[config.mk]
export PLATFORM = sky130hd
export DESIGN_NAME = tt_um_serial_subtractor_flat
export DESIGN_NICKNAME = d
export VERILOG_FILES = /design/src/rtl/tt_um_serial_subtractor_if.sv /design/src/rtl/tt_um_serial_subtractor.sv /design/src/flat_wrapper.sv
export SDC_FILE = /design/constraint.sdc
export NUM_CORES = 1
export LEC_CHECK = 0
export BUFFER_PORTS_ARGS = -buffer_cell sky130_fd_sc_hd__buf_4
export CAP_MARGIN = 20
export CORE_UTILIZATION = 51
export CTS_CLUSTER_SIZE = 25
export DETAILED_ROUTE_END_ITERATION = 12
export PLACE_DENSITY = 0.77
export SETUP_SLACK_MARGIN = 0.3
export SYNTH_ARGS = -nofsm -noshare
export SYNTH_HDL_FRONTEND = slang
export SYNTH_SLANG_ARGS = --single-unit
[constraint.sdc]
create_clock -name clk -period 2 [get_ports clk]
set_input_delay 0.4 -clock clk [delete_from_list [all_inputs] [get_ports clk]]
set_output_delay 0.4 -clock clk [all_outputs]
set_load 0.005 [all_outputs]
[src/rtl/tt_um_serial_subtractor_if.sv]
// Pin bundle of the serial subtractor: operand bus, control strobes and status/result outputs.
// The master side drives operands and strobes; the slave side returns the result and status.
interface tt_um_serial_subtractor_if;
  logic [7:0] ui_in;
  logic [7:0] uio_in;
  logic [7:0] uo_out;
  logic [7:0] uio_out;
  logic [7:0] uio_oe;

  modport master (
    output ui_in,
    output uio_in,
    input  uo_out,
    input  uio_out,
    input  uio_oe
  );

  modport slave (
    input  ui_in,
    input  uio_in,
    output uo_out,
    output uio_out,
    output uio_oe
  );
endinterface

[src/rtl/tt_um_serial_subtractor.sv]
// Bit-serial 8-bit subtractor: operands are loaded over ui_in and A - B is computed
// LSB first through a single borrow flop, one bit per clock.
module tt_um_serial_subtractor (
  input  logic                       clk,
  input  logic                       rst_n,
  input  logic                       ena,
  tt_um_serial_subtractor_if.slave   bus
);

  localparam int unsigned W     = 8;
  localparam int unsigned CNT_W = 3;
  localparam logic [CNT_W-1:0] CNT_LAST = CNT_W'(W - 1);

  typedef enum logic {
    S_IDLE  = 1'b0,
    S_SHIFT = 1'b1
  } state_t;

  state_t           r_state,    w_state_nxt;
  logic [W-1:0]     r_a_reg,    w_a_reg_nxt;
  logic [W-1:0]     r_b_reg,    w_b_reg_nxt;
  logic [W-1:0]     r_a_sr,     w_a_sr_nxt;
  logic [W-1:0]     r_b_sr,     w_b_sr_nxt;
  logic [W-1:0]     r_d_sr,     w_d_sr_nxt;
  logic             r_brw,      w_brw_nxt;
  logic [CNT_W-1:0] r_cnt,      w_cnt_nxt;
  logic [W-1:0]     r_res,      w_res_nxt;
  logic             r_done,     w_done_nxt;
  logic             r_borrow_q, w_borrow_q_nxt;
  logic             r_start_q;

  logic w_load_a;
  logic w_load_b;
  logic w_start;
  logic w_start_edge;
  logic w_diff;
  logic w_brw_step;
  logic w_zero;
  logic w_busy;
  logic w_unused;

  assign w_load_a     = bus.uio_in[0];
  assign w_load_b     = bus.uio_in[1];
  assign w_start      = bus.uio_in[2];
  assign w_start_edge = w_start & ~r_start_q;

  // Full-subtractor cell on the current LSBs
  assign w_diff     = r_a_sr[0] ^ r_b_sr[0] ^ r_brw;
  assign w_brw_step = (~r_a_sr[0] & r_b_sr[0]) | (~(r_a_sr[0] ^ r_b_sr[0]) & r_brw);

  // ena and the spare control pins carry no function
  assign w_unused = ^{ena, bus.uio_in[7:3]};

  // Next-state and datapath update
  always_comb begin
    w_state_nxt    = r_state;
    w_a_reg_nxt    = r_a_reg;
    w_b_reg_nxt    = r_b_reg;
    w_a_sr_nxt     = r_a_sr;
    w_b_sr_nxt     = r_b_sr;
    w_d_sr_nxt     = r_d_sr;
    w_brw_nxt      = r_brw;
    w_cnt_nxt      = r_cnt;
    w_res_nxt      = r_res;
    w_done_nxt     = r_done;
    w_borrow_q_nxt = r_borrow_q;

    unique case (r_state)
      S_IDLE: begin
        if (w_load_a) w_a_reg_nxt = bus.ui_in;
        if (w_load_b) w_b_reg_nxt = bus.ui_in;
        // Working copies take the pre-edge operands; a same-cycle load is for the next run
        if (w_start_edge) begin
          w_a_sr_nxt  = r_a_reg;
          w_b_sr_nxt  = r_b_reg;
          w_brw_nxt   = 1'b0;
          w_cnt_nxt   = '0;
          w_done_nxt  = 1'b0;
          w_state_nxt = S_SHIFT;
        end
      end
      S_SHIFT: begin
        w_d_sr_nxt = {w_diff, r_d_sr[W-1:1]};
        w_a_sr_nxt = {1'b0, r_a_sr[W-1:1]};
        w_b_sr_nxt = {1'b0, r_b_sr[W-1:1]};
        w_brw_nxt  = w_brw_step;
        w_cnt_nxt  = r_cnt + CNT_W'(1);
        if (r_cnt == CNT_LAST) begin
          w_res_nxt      = {w_diff, r_d_sr[W-1:1]};
          w_borrow_q_nxt = w_brw_step;
          w_done_nxt     = 1'b1;
          w_state_nxt    = S_IDLE;
        end
      end
      default: w_state_nxt = S_IDLE;
    endcase
  end

  // State and datapath registers
  always_ff @(posedge clk or negedge rst_n) begin
    if (!rst_n) begin
      r_state    <= S_IDLE;
      r_a_reg    <= '0;
      r_b_reg    <= '0;
      r_a_sr     <= '0;
      r_b_sr     <= '0;
      r_d_sr     <= '0;
      r_brw      <= 1'b0;
      r_cnt      <= '0;
      r_res      <= '0;
      r_done     <= 1'b0;
      r_borrow_q <= 1'b0;
      r_start_q  <= 1'b0;
    end else begin
      r_state    <= w_state_nxt;
      r_a_reg    <= w_a_reg_nxt;
      r_b_reg    <= w_b_reg_nxt;
      r_a_sr     <= w_a_sr_nxt;
      r_b_sr     <= w_b_sr_nxt;
      r_d_sr     <= w_d_sr_nxt;
      r_brw      <= w_brw_nxt;
      r_cnt      <= w_cnt_nxt;
      r_res      <= w_res_nxt;
      r_done     <= w_done_nxt;
      r_borrow_q <= w_borrow_q_nxt;
      r_start_q  <= w_start;
    end
  end

  assign w_busy = (r_state == S_SHIFT);
  assign w_zero = (r_res == '0);

  assign bus.uo_out  = r_res;
  assign bus.uio_out = {w_zero, r_borrow_q, r_done, w_busy, 4'b0000};
  assign bus.uio_oe  = 8'hF0;

endmodule

[src/flat_wrapper.sv]
// flat-port wrapper written by rule: the top's interface ports become plain ports
module tt_um_serial_subtractor_flat 
  (clk, rst_n, ena, bus_ui_in, bus_uio_in, bus_uo_out, bus_uio_out, bus_uio_oe);
  tt_um_serial_subtractor_if bus_i ();
  input  logic clk;
  input  logic rst_n;
  input  logic ena;
  input wire logic [$bits(bus_i.ui_in)-1:0] bus_ui_in;
  input wire logic [$bits(bus_i.uio_in)-1:0] bus_uio_in;
  output wire logic [$bits(bus_i.uo_out)-1:0] bus_uo_out;
  output wire logic [$bits(bus_i.uio_out)-1:0] bus_uio_out;
  output wire logic [$bits(bus_i.uio_oe)-1:0] bus_uio_oe;
  assign bus_i.ui_in = bus_ui_in;
  assign bus_i.uio_in = bus_uio_in;
  assign bus_uo_out = bus_i.uo_out;
  assign bus_uio_out = bus_i.uio_out;
  assign bus_uio_oe = bus_i.uio_oe;
  tt_um_serial_subtractor u_core (.clk(clk), .rst_n(rst_n), .ena(ena), .bus(bus_i));
endmodule
# Word level (Yosys, flattened, before mapping)

Index checks and enable logic that the tools add are counted.

Input bits: 19
Output and inout bits: 24
Register bits after elaboration: 56
Logic and storage cells: 44

Add/subtract/negate cells: 1
Bitwise gates (word level): 10
Equal/unequal tests: 3
Muxes and demuxes: 13
Reductions and logical operators: 5

Operators with widths:

| kind                  | count |
|---|---|
| $pmux W8 S2           | 2 |
| $mux W8               | 2 |
| $logic_not A8 Y1      | 1 |
| $reduce_and A2 Y1     | 4 |
| $pmux W1 S2           | 3 |
| $pmux W3 S2           | 1 |
| $mux W1               | 4 |
| $not A1 Y1            | 4 |
| $add A3 B1 Y3 const B | 1 |
| $and A1 B1 Y1         | 3 |
| $eq A3 B3 Y1 const B  | 1 |
| $mux W3               | 1 |
| $ne A2 B1 Y1 const B  | 1 |
| $ne A2 B2 Y1 const B  | 1 |
| $xor A1 B1 Y1         | 2 |
| $or A1 B1 Y1          | 1 |

# Depth between registers and ports, before layout

Depth in word-level cells: 5
Gate-level depth with buffers: 6
Depth with buffers taken out: 5

# Worst setup path after synthesis

No wires, ideal clock.

Path type: register to output
From: reg u_core.r_res[5], in the netlist u_core.bus.uo_out[5]
To: out bus_uio_out[7]
Data arrival time: 1.093 ns
Data required time: 1.600 ns
Stages on the path, launching flop included: 4
Path buffers: 1
Slack: 0.507 ns
Cells stage by stage: dfrtp_1 or4_1 nor2_1 buf_4

Longest elaborated chain between the ends: 1

RTL lines:

| item                   | line                           | source |
|---|---|---|
| from (decl)            | tt_um_serial_subtractor.sv:27  | `logic [W-1:0] r_res, w_res_nxt;` |
| from (signal assigned) | tt_um_serial_subtractor.sv:123 | `r_res <= w_res_nxt;` |
| $logic_not A8 Y1       | tt_um_serial_subtractor.sv:131 | `assign w_zero = (r_res == '0);` |
| to (decl)              | flat_wrapper.sv:11             | `output wire logic [$bits(bus_i.uio_out)-1:0] bus_uio_out;` |

Every way passes these cells.

# Worst setup path in the final report

Ends and elaborated chain as after synthesis.

==> metrics.log <==
[metrics] clock buffers created by TritonCTS: 5
[metrics] kind of start point of the critical path: register
[metrics] unique cell type count in the Yosys netlist: 21
[metrics] global placer's final weighted congestion: 0.703
[metrics] total power per unit cell area: 1460 nW/µm²
[metrics] violation count after the first detailed-routing iteration: 49
[metrics] clock insertion delay at the later pin of the skew report: 0.31 ns
[metrics] synth warn: 0
[metrics] actual transition at the worst max-transition pin: 0.652 ns
[metrics] clock tree buffer depth: 2
[metrics] number of nets with antenna violations after detailed routing: 0
[metrics] fin crit period: 1.86 ns
[metrics] Post-Syn Area: 2460 µm²
[metrics] CTS Root Buffer Type: sky130_fd_sc_hd__clkbuf_8
[metrics] half-perimeter wire length of the detailed placement result: 2520 µm
[metrics] final non-filler cell total: 270
[metrics] setup skew after layout: 0.00882 ns
[metrics] first-pass GRT wire length: 6460 µm
[metrics] Leakage Power: 1.37 nW
[metrics] Final nets: 241
[metrics] number of buffers inserted by hold repair at cts: 0
[metrics] worst stage delay on the critical path: 0.54 ns
[metrics] largest net degree at the start of global routing: 56
[metrics] critical path type: register to output port
[metrics] Max Freq: 539 MHz
[metrics] cells after synthesis: 192
[metrics] GRT met1 Usage: 22.6%
[metrics] mean number of vias per cell: 5.18
[metrics] run status: completed
[metrics] die height: 71.5 µm
[metrics] GRT busiest layer: met2
[metrics] site row count: 24
[metrics] VDD IR-drop max: 0.733 mV
[metrics] peak fanout along the critical path: 2
[metrics] number of failing hold endpoints at the final stage: 0
[metrics] number of detailed-route iterations in the first pass: 4
[metrics] top cells by area in the synthesized netlist: sky130_fd_sc_hd__dfrtp_1, sky130_fd_sc_hd__mux2_4, sky130_fd_sc_hd__mux2_2, sky130_fd_sc_hd__mux2i_1, sky130_fd_sc_hd__buf_4
[metrics] average footprint of a synthesized cell: 12.8 µm²
[metrics] initial antenna violation count: 0
[metrics] global-route met2 utilization: 26.3%
[metrics] endpoint kind of the worst setup timing path: output port
[metrics] startpoint of the lowest-slack register-to-register path: u_core.r_cnt[0]$_DFFE_PN0P_
[metrics] arrival time of data at the critical path endpoint: 1.46 ns
[metrics] number of buffers added on ports: 24
[metrics] global routing usage summed across all routing layers: 16.9%
[metrics] commonest non-fill, non-tap cell in the layout: sky130_fd_sc_hd__dfrtp_1
[metrics] Via Count: 1398
[metrics] start point of the critical path: u_core.bus.uo_out[5]$_DFFE_PN0P_
[metrics] fin crit share: 92.8%
[metrics] Die X: 71.5 µm
[metrics] cell with the biggest individual delay on the critical path: sky130_fd_sc_hd__or4_4
[metrics] TritonCTS clock tree: built
[metrics] number of max-capacitance violations reported: 0
[metrics] count of boundary I/O pins: 43
[metrics] number of sinks handled by clock tree synthesis: 55
[metrics] effective utilization at floorplan: 54.7%
[metrics] Total Die Area: 5120 µm²
[metrics] H-tree depth reported by CTS: 2
[metrics] unrepaired setup endpoints after global routing: true
[metrics] Setup violations, final: 0
[metrics] synthesized flop and latch total: 55
[metrics] type of the most critical hold path: input pin to asynchronous set/reset pin
[metrics] CP Cell Sequence: or4_4, nor2_2, buf_4
[metrics] most frequent cells in the layout: sky130_fd_sc_hd__dfrtp_1, sky130_fd_sc_hd__buf_4, sky130_fd_sc_hd__nand2_1
[metrics] number of slew-limit violations in the final report: 0
[metrics] area fraction of the dominant cell type after synthesis: 55.8%
[metrics] share of cells above drive strength 1: 35.3%
[metrics] number of global-route vias before repair: 1338
[metrics] routed wirelength normalized by instance count: 14.1 µm
[metrics] ant diodes: 0
[metrics] clock-pin transition on the worst setup and hold timing paths: 0.09 ns
[metrics] DRC viols: 0
[metrics] number of cells after detailed placement: 258
[metrics] post-synthesis to final-layout area growth: 10.9%
[metrics] global route total overflow: 0
[metrics] Total Routed Length: 3800 µm
[metrics] portion of the post-synthesis area used by sequential elements: 55.8%
[metrics] core area: 4500 µm²
[metrics] fill cell total of the finished layout: 370
[metrics] cell type with the highest aggregate area in the netlist: sky130_fd_sc_hd__dfrtp_1
[metrics] met3 routing resource usage after global routing: 3.38%
[metrics] setup_tns: 0 ns
[metrics] relative max-transition margin: 56.5%
[metrics] CP required: 1.60 ns
==> metal layers <==
metal	vias up	part of all wire, %
met3	7	3.5
li1	666	-
met2	30	49
met1	695	46
met4	0	1.7
met5	-	0
==> metrics by stage <==
stage / setup slack (ns) / area [µm²] / power [mW] / hold slack, ns / util (%)
floorplan: 0.507 / 2500 / 2.96 / 0.104 / -
global placement: 0.459 / 2600 / 3.24 / 0.466 / 57.8
detailed placement: 0.417 / 2600 / 3.33 / 0.472 / 57.8
CTS: 0.113 / 2720 / 4.01 / 0.137 / 60.4
global route: 0.0912 / 2730 / 4.27 / 0.174 / 60.7
finish: 0.145 / 2730 / 3.99 / 0.118 / 60.7
==> synthesized netlist by cell type, drive strengths merged <==
master   n
conb     2
o21a     1
or4      2
fa       1
clkbuf   2
nor2b    3
a21oi    3
buf     24
dfrtp   55
nand2   26
mux2i   16
nand2b   1
mux2    31
ha       3
inv      2
o21ai   17
nor2     3
==> cell type report <==
class                      count  area, µm²  share of cell area [%]
multi-input combinational    119        933                    34.1
clock inverter                 1       5.00                   0.183
inverter                       2       7.51                   0.275
clock buffer                   6       82.6                    3.02
tap                           52       65.1                    2.38
sequential                    55       1380                    50.4
timing repair buffer          35        263                    9.61
==> report_power, final <==
| part | switching [mW] | internal (mW) | total (mW) | leakage (nW) |
|---|---|---|---|---|
| logic | 0.539 | 0.890 | 1.43 | 0.645 |
| clock network | 0.341 | 0.272 | 0.614 | 0.0470 |
| registers | 0.330 | 1.62 | 1.95 | 0.679 |
| total | 1.21 | 2.78 | 3.99 | 1.37 |
==> final timing paths <==
check	endpoint	slack [ns]	cells after the start
worst min register to register	u_core.r_borrow_q$_DFFE_PN0P_	0.49	2
worst max-delay path	bus_uio_out[7]	0.14	3
worst max register to register	u_core.bus.uo_out[0]$_DFFE_PN0P_	0.44	4
min in group clk	u_core.r_start_q$_DFF_PN0_	0.21	1
worst min-delay path	u_core.bus.uo_out[6]$_DFFE_PN0P_	0.12	1
max in group asynchronous	u_core.r_state$_DFF_PN0_	1.43	1
==> cells by family after synthesis <==
group	count (synthesis)	share of synthesized area, %
compound gates	21	4.37
fa+ha+maj	4	2.34
buf+inv	28	8.07
flops	55	55.8
mux	47	22.9
other cells	2	0.305
simple gates	35	6.14
==> critical path, delay by kind of cell, from the launching register on <==
| kind | cells | cell delay (ns) |
|---|---|---|
| buffers and inverters | 1 | 0.11 |
| DFF | 1 | 0.39 |
| and+or+nand+nor | 2 | 0.65 |
==> repair_timing <==
| action | 4_1_cts | 5_1_grt |
|---|---|---|
| resized for setup | 1 | 2 |
| setup endpoints to repair | 1 | 2 |
| setup buffers | 4 | 1 |
| pin swaps | 1 | 1 |
(Power assumes the default switching activity.)
